===== src/rtl/pwm_generator.sv =====
// Prescaled 255-tick PWM driver for one motor H-bridge channel.
// Duty and direction change only at period boundaries; a reversal inserts zero-duty dead-time periods.
module pwm_generator #(
  parameter int unsigned PRESCALE         = 4,
  parameter int unsigned DEADTIME_PERIODS = 2
) (
  input  logic       clock,
  input  logic       reset,
  input  logic       enable,
  input  logic [7:0] pwm_ratio,
  input  logic       pwm_direction,
  output logic       pwm_out,
  output logic       dir_out,
  output logic [7:0] active_ratio,
  output logic       period_start,
  output logic       busy_reverse
);

  localparam int unsigned PRESC_W   = 8;
  localparam int unsigned TICK_W    = 8;
  localparam int unsigned DEAD_W    = 4;
  localparam int unsigned RATIO_W   = 8;
  localparam int unsigned LAST_TICK = 254;

  typedef enum logic [1:0] {
    IDLE     = 2'd0,
    RUN      = 2'd1,
    DEADTIME = 2'd2
  } state_t;

  state_t               state;
  state_t               state_d;
  logic [PRESC_W-1:0]   prescaler;
  logic [PRESC_W-1:0]   prescaler_d;
  logic [TICK_W-1:0]    tick_cnt;
  logic [TICK_W-1:0]    tick_cnt_d;
  logic [DEAD_W-1:0]    dead_cnt;
  logic [DEAD_W-1:0]    dead_cnt_d;
  logic [RATIO_W-1:0]   active_ratio_d;
  logic                 pwm_out_d;
  logic                 dir_out_d;
  logic                 period_start_d;
  logic                 busy_reverse_d;

  logic tick;
  logic boundary;
  logic dir_match;
  logic dead_last;

  assign tick      = (prescaler == PRESC_W'(PRESCALE - 1));
  assign boundary  = tick && (tick_cnt == TICK_W'(LAST_TICK));
  assign dir_match = (pwm_direction == dir_out);
  assign dead_last = (dead_cnt == DEAD_W'(DEADTIME_PERIODS - 1));

  // State register
  always_ff @(posedge clock) begin
    if (reset) begin
      state <= IDLE;
    end else begin
      state <= state_d;
    end
  end

  // Next-state logic; dropping enable wins from any state
  always_comb begin
    state_d = state;
    case (state)
      IDLE: begin
        if (enable) state_d = RUN;
      end
      RUN: begin
        if (boundary && !dir_match) state_d = DEADTIME;
      end
      DEADTIME: begin
        if (boundary && dead_last) state_d = RUN;
      end
      default: state_d = IDLE;
    endcase
    if (!enable) state_d = IDLE;
  end

  // Output and counter next values
  always_comb begin
    pwm_out_d      = 1'b0;
    dir_out_d      = dir_out;
    active_ratio_d = active_ratio;
    period_start_d = 1'b0;
    busy_reverse_d = busy_reverse;
    dead_cnt_d     = dead_cnt;
    prescaler_d    = '0;
    tick_cnt_d     = '0;

    if (state != IDLE) begin
      if (tick) begin
        tick_cnt_d = boundary ? '0 : tick_cnt + TICK_W'(1);
      end else begin
        prescaler_d = prescaler + PRESC_W'(1);
        tick_cnt_d  = tick_cnt;
      end
    end

    case (state)
      IDLE: begin
        active_ratio_d = '0;
        busy_reverse_d = 1'b0;
        dead_cnt_d     = '0;
        if (enable) begin
          // Start-up loads direction directly, no dead-time needed
          dir_out_d      = pwm_direction;
          active_ratio_d = pwm_ratio;
          period_start_d = 1'b1;
        end
      end
      RUN: begin
        pwm_out_d = (tick_cnt < active_ratio);
        if (boundary) begin
          period_start_d = 1'b1;
          if (dir_match) begin
            active_ratio_d = pwm_ratio;
          end else begin
            active_ratio_d = '0;
            dead_cnt_d     = '0;
            busy_reverse_d = 1'b1;
          end
        end
      end
      DEADTIME: begin
        if (boundary) begin
          period_start_d = 1'b1;
          if (dead_last) begin
            dir_out_d      = pwm_direction;
            active_ratio_d = pwm_ratio;
            busy_reverse_d = 1'b0;
          end else begin
            dead_cnt_d = dead_cnt + DEAD_W'(1);
          end
        end
      end
      default: begin
        active_ratio_d = '0;
        busy_reverse_d = 1'b0;
      end
    endcase

    if (!enable) begin
      pwm_out_d      = 1'b0;
      active_ratio_d = '0;
      period_start_d = 1'b0;
      busy_reverse_d = 1'b0;
      dead_cnt_d     = '0;
      prescaler_d    = '0;
      tick_cnt_d     = '0;
    end
  end

  // Datapath and output registers
  always_ff @(posedge clock) begin
    if (reset) begin
      prescaler    <= '0;
      tick_cnt     <= '0;
      dead_cnt     <= '0;
      pwm_out      <= 1'b0;
      dir_out      <= 1'b0;
      active_ratio <= '0;
      period_start <= 1'b0;
      busy_reverse <= 1'b0;
    end else begin
      prescaler    <= prescaler_d;
      tick_cnt     <= tick_cnt_d;
      dead_cnt     <= dead_cnt_d;
      pwm_out      <= pwm_out_d;
      dir_out      <= dir_out_d;
      active_ratio <= active_ratio_d;
      period_start <= period_start_d;
      busy_reverse <= busy_reverse_d;
    end
  end

endmodule


===== config.mk =====
export PLATFORM = sky130hd
export DESIGN_NAME = pwm_generator
export DESIGN_NICKNAME = d
export VERILOG_FILES = /design/src/rtl/pwm_generator.sv
export SDC_FILE = /design/constraint.sdc
export NUM_CORES = 1
export LEC_CHECK = 0
export ABC_AREA = 0
export BUFFER_PORTS_ARGS = -buffer_cell sky130_fd_sc_hd__buf_4
export CAP_MARGIN = 20
export CORE_ASPECT_RATIO = 1.5
export CORE_MARGIN = 5
export CORE_UTILIZATION = 51
export DETAILED_ROUTE_END_ITERATION = 8
export PLACE_DENSITY_LB_ADDON = 0.1
export SETUP_SLACK_MARGIN = 0.5
export SYNTH_ARGS = -nofsm -noshare
export SYNTH_HDL_FRONTEND = slang
export SYNTH_SLANG_ARGS = --single-unit

===== constraint.sdc =====
create_clock -name clock -period 1.6 [get_ports clock]
set_input_delay 0.32 -clock clock [delete_from_list [all_inputs] [get_ports clock]]
set_output_delay 0.32 -clock clock [all_outputs]
set_load 0.005 [all_outputs]

=== After elaboration in Yosys (flattened, before gate mapping) ===
Index checks and enable logic that the tools add are counted.

* $lt $le $gt $ge: 1
* Reductions and logical operators: 18
* Mux-type cells: 25
* Equality and inequality tests: 14
* $add $sub $neg: 3
* Bitwise operators: 3

{| class="wikitable"
|+ Operators with widths
! operator !! count
|-
| two-way mux 8 bit || 5
|-
| case mux 8 bit (3 select lines) || 1
|-
| adder 8 x 1 -> 8 bit (second input constant) || 2
|-
| two-way mux 4 bit || 4
|-
| inequality test 2 bit (second input constant) || 8
|-
| case mux 4 bit (3 select lines) || 1
|-
| equality test 8 x 2 -> 1 bit (second input constant) || 1
|-
| equality test 8 bit (second input constant) || 1
|-
| less-than comparator 8 bit || 1
|-
| two-way mux 1 bit || 8
|-
| AND reduction 4 bit || 2
|-
| case mux 1 bit (2 select lines) || 3
|-
| case mux 2 bit (3 select lines) || 1
|-
| OR reduction 3 bit || 2
|-
| AND reduction 5 bit || 1
|-
| adder 4 x 1 -> 4 bit (second input constant) || 1
|-
| equality test 4 x 1 -> 1 bit (second input constant) || 1
|-
| two-way mux 2 bit || 2
|-
| nonzero test 2 bit || 2
|-
| OR reduction 2 bit || 2
|-
| OR reduction 4 bit || 1
|-
| logical AND 1 bit || 3
|-
| inverter 1 bit || 3
|-
| AND reduction 3 bit || 1
|-
| other kinds (7) || 7
|}

* Logic and storage cells: 73
* Output and inout bits: 12
* Register bits after elaboration: 34
* Input bits: 12

=== Depth between registers and ports, before layout ===
* Depth in word-level cells: 5
* Gate-level depth with buffers: 7
* Mapped depth without buffers: 7

=== Worst setup path after synthesis ===
Ideal clock, no wire load.

* Path kind: reg2reg
* From: register prescaler[0]
* To: register dead_cnt[2]
* Path buffers: 0
* Cell stages (with the launch flop): 7
* Arrival time: 1.686 ns
* Library setup time: 0.122 ns
* Slack: -0.208 ns
* Period minus slack after synthesis: 1.808 ns
* Data required time: 1.478 ns
* Cell sequence: dfxtp_1 ha_1 nor4b_4 and4bb_1 and3_1 nor3b_1 a221o_1

* Longest elaborated chain between the ends: 4
* Elaborated cells on any way between the ends: 5
* Classes of those cells: 3 x eq/ne; 2 x reduce/logical

{| class="wikitable"
|+ Ends and longest elaborated chain
! item !! RTL line !! source
|-
| start, declared || 33 || <nowiki>logic [PRESC_W-1:0] prescaler;</nowiki>
|-
| start signal, assigned || 168 || <nowiki>prescaler <= prescaler_d;</nowiki>
|-
| equality test 8 x 2 -> 1 bit (*) || 50 || <nowiki>assign tick = (prescaler == PRESC_W'(PRESCALE - 1));</nowiki>
|-
| logical AND 1 bit (*) || 51 || <nowiki>assign boundary = tick && (tick_cnt == TICK_W'(LAST_TICK));</nowiki>
|-
| inequality test 2 bit (no source line) || -- ||
|-
| AND reduction 5 bit (no source line) (*) || -- ||
|-
| end signal, assigned || 170 || <nowiki>dead_cnt <= dead_cnt_d;</nowiki>
|-
| end, declared || 37 || <nowiki>logic [DEAD_W-1:0] dead_cnt;</nowiki>
|}

Mark *: on every way between the ends. The rest lies on a longest branch, timed or not.
A chain may end at the register's enable or synchronous reset.

=== Final worst setup path ===
* From: register prescaler[1]
* To: register tick_cnt[5]

* Longest elaborated chain between the ends: 3

{| class="wikitable"
|+ Ends and longest elaborated chain
! item !! RTL line !! source
|-
| equality test 8 x 2 -> 1 bit (*) || 50 ||
|-
| logical AND 1 bit || 51 ||
|-
| two-way mux 8 bit || 95 || <nowiki>tick_cnt_d = boundary ? '0 : tick_cnt + TICK_W'(1);</nowiki>
|-
| end signal, assigned || 169 || <nowiki>tick_cnt <= tick_cnt_d;</nowiki>
|-
| end, declared || 35 || <nowiki>logic [TICK_W-1:0] tick_cnt;</nowiki>
|}

Marked as above.

==> results.toml <==
[layout]
stdcell_area_um2 = 2957
num-fill-cells = 200
drive_gt1_share_pct = 52.78
area_growth_pct = 59.23
antenna_cells = 0
nets = 315

[power]
p_int_w = 0.001346
power_w = 0.001789
pwr-share-seq_pct = 49.4
p_clk_share_pct = 36.6
power_switching_w = 0.0004429
switching_share_pct = 24.75
power_density_nw_per_um2 = 605.2
p_leak_nw = 1.190
power_frac_comb_pct = 14.0
peakVddDrop_v = 0.0006120

[route]
drt_iter0_drc = 60
vias = 1877
drcViolationCount = 0
wirelength_mm = 5.565
routedWlPerCell_um = 16.81
drtPass1Iterations = 4
antenna_left = 0
via_per_inst = 5.671

[sta]
slew_headroom_pct = 74.47
fin_crit_sh_pct = 114.1
setup_viol = 23
rsz0062_at_grt = "true"
setup_ws_ps = -225.7
drv_slew = 0
skew_ps = 5.849
worstMarginPinSlew_ps = 381.3
hold-worst-slack_ps = 268.9
fmax_mhz = 547.7
final_hold_viol_count = 0
layout_min_cycle_time_ps = 1826

[yosys]
synth_seq_cells = 34
synthXorXnorAreaFrac_pct = 5.189
synth_ff_type = "dfxtp_1"
async_flop_share_pct = 0
synth-compound-area-share_pct = 11.99
yosysSeqAreaShare_pct = 36.66
synth_adder_area_share_pct = 10.78
synthSimpleGateAreaFrac_pct = 26.89
synth_top_family_by_area = "simple AND/OR/NAND/NOR gates"
syn_nets = 239
synthMuxAreaShare_pct = 4.852
yosysWarnings = 0
syn_inst = 211
synth_cell_type_count = 43
synth_edf_count = 0
syn-cell-area_um2 = 1857
syn_area_per_cell_um2 = 8.800

[floorplanning]
rows = 27
die-width_um = 59.27
fp.coreArea_um2 = 3581
io_pins = 24
die_h_um = 83.90
die_area_um2 = 4972
start_util_pct = 51.85

[global_routing]
antenna_found_initial = 0
grt_start_max_net_pins = 15
grt_pass1_wl_mm = 8.756
gr-total-overflow = 0
grt_use_total_pct = 22.60
grt_pass1_vias = 1943

[critical_path]
crit_start = "prescaler[1]"
required_ps = 1780
r2r-start = "prescaler[1]"
worstPathArrival_ps = 2010
critPathCaptureType = "flop"
start_kind = "flop"
crit_fanout = 4
critPathKind = "reg2reg"

[clocking]
cts_tree = "done"
path_clk_slew_ps = 70
clockRootBuffer = "clkbuf_8"
cts_inserted_buffers = 5
clk_latency_ps = 290
h-tree-depth = 2
holdBufCountCts = 0
cts_buffer_depth = 2
clock_sinks = 34

[hold_path]
hold_path.class = "in2reg"
holdCritStartpoint = "pwm_ratio[6]"

[flow_run]
maxCapViolCount = 0

[run_status]
violations = "setup timing"
outcome = "finished, violations left"

[placement]
port_buffers = 23
dpl_cell_area_um2 = 2384
gp_congestion = 0.8690
dp_hpwl_mm = 3.559
-- synthesized netlist by cell type, types with 2 or more instances --
| library cell | number | area, um^2 |
|---|---|---|
| nor3b_1 | 2 | 15.01 |
| nand3_1 | 9 | 45.04 |
| nand2_1 | 31 | 116.4 |
| clkbuf_1 | 2 | 7.510 |
| or3_1 | 2 | 12.51 |
| a211oi_1 | 2 | 15.01 |
| nand2b_1 | 4 | 25.02 |
| nand4_1 | 2 | 12.51 |
| mux2i_1 | 9 | 90.09 |
| nor2_1 | 17 | 63.81 |
| xnor2_1 | 8 | 70.07 |
| nor4b_4 | 2 | 47.55 |
| inv_1 | 16 | 60.06 |
| a21o_1 | 2 | 15.01 |
| a21oi_1 | 10 | 50.05 |
| nor4_1 | 2 | 12.51 |
| o21ai_0 | 5 | 25.02 |
| nor3_1 | 7 | 35.03 |
| o211ai_1 | 2 | 15.01 |
| and3_1 | 3 | 18.77 |
| xor2_1 | 3 | 26.28 |
| dfxtp_1 | 34 | 680.7 |
| ha_1 | 16 | 200.2 |
| a2bb2oi_1 | 2 | 17.52 |
-- what timing repair did --
action,in CTS,in global routing
pin swaps,17,14
cloned,0,0
setup endpoints to repair,38,43
setup buffers,4,7
resized for setup,52,45
-- area by class of cell --
class                   instances  area [um^2]  area share (%)
multi-input cells             159         1461           49.43
inverters                      16        60.06           2.031
well taps                      43        53.80           1.820
flip-flops and latches         34        704.4           23.83
repair buffers                 71        585.6           19.81
clock inverters                 1        5.005          0.1693
clock buffers                   7        86.33           2.920
-- routing by layer --
layer / track usage, % / routed length (um) / part of all wire, % / up-vias
met5: 0 / 0 / 0 / -
met3: 6.347 / 237 / 4.3 / 17
li1: - / - / - / 890
met4: 9.897 / 165 / 3.0 / 0
met2: 39.80 / 3121 / 56 / 54
met1: 23.81 / 2040 / 37 / 916
-- power by group through the flow --
| stage | combinational (W) | sequential (W) | clock [W] |
|---|---|---|---|
| floorplan | 0.000101 | 0.000898 | 0 |
| global placement | 0.000191 | 0.000897 | 0 |
| detailed placement | 0.000196 | 0.000899 | 0 |
| CTS | 0.000225 | 0.000881 | 0.000673 |
| global route | 0.000271 | 0.000886 | 0.000707 |
| finish | 0.000251 | 0.000884 | 0.000655 |
-- cell usage in the layout, fill, tap and decap left out, drive strengths merged, types with 2 or more instances in the layout --
master,count
a21o,2
nor4,2
xnor2,8
nand2b,4
ha,16
o21ai,6
inv,16
dfxtp,34
nor4b,2
nand4,2
buf,71
and3,3
nor2,17
nand3,9
mux2i,9
xor2,3
nor3,7
a21oi,10
a211oi,2
o211ai,2
clkbuf,7
or3,3
nor3b,2
a2bb2oi,2
nand2,32
-- path summary, 6_finish.rpt --
path,end,depth (start not counted),slack (ps)
setup / recovery,tick_cnt[5],9,-230
hold / removal,active_ratio[6],3,270
setup reg to reg,tick_cnt[5],9,-230
hold reg to reg,busy_reverse,2,450
-- sequential cells by signal, indices dropped and copies added, names as in the netlist --
register and flops:
dir_out 1, prescaler 8, state 2, pwm_out 1
active_ratio 8, dead_cnt 4, period_start 1, busy_reverse 1
tick_cnt 8
-- per-stage QoR --
stage	setup WS [ps]	setup TNS, ps	utilization (%)	instances
after detailed placement	-155.4	-1524	66.56	312
final	-225.7	-1596	82.56	331
after global placement	-90.37	-664.2	66.56	312
after floorplan	-110.2	-237.8	-	211
after global routing	-257.5	-3523	82.56	331
after CTS	-113.0	-1046	76.62	324
-- cell families after synthesis --
group           count (synthesis)
flops                          34
xor+xnor                       11
buf+inv                        18
fa+ha+maj                      16
compound gates                 33
mux                             9
simple gates                   90
-- critical path, stage by stage, from the launching register on --
cell and delay, ps:
dfxtp_2 350, ha_4 130, nor4b_4 170, buf_4 180, buf_4 130, nand4_1 190, buf_4 210, buf_4 140
o21ai_1 130, a21oi_1 90
No activity file was read; power rests on OpenSTA's default activity.
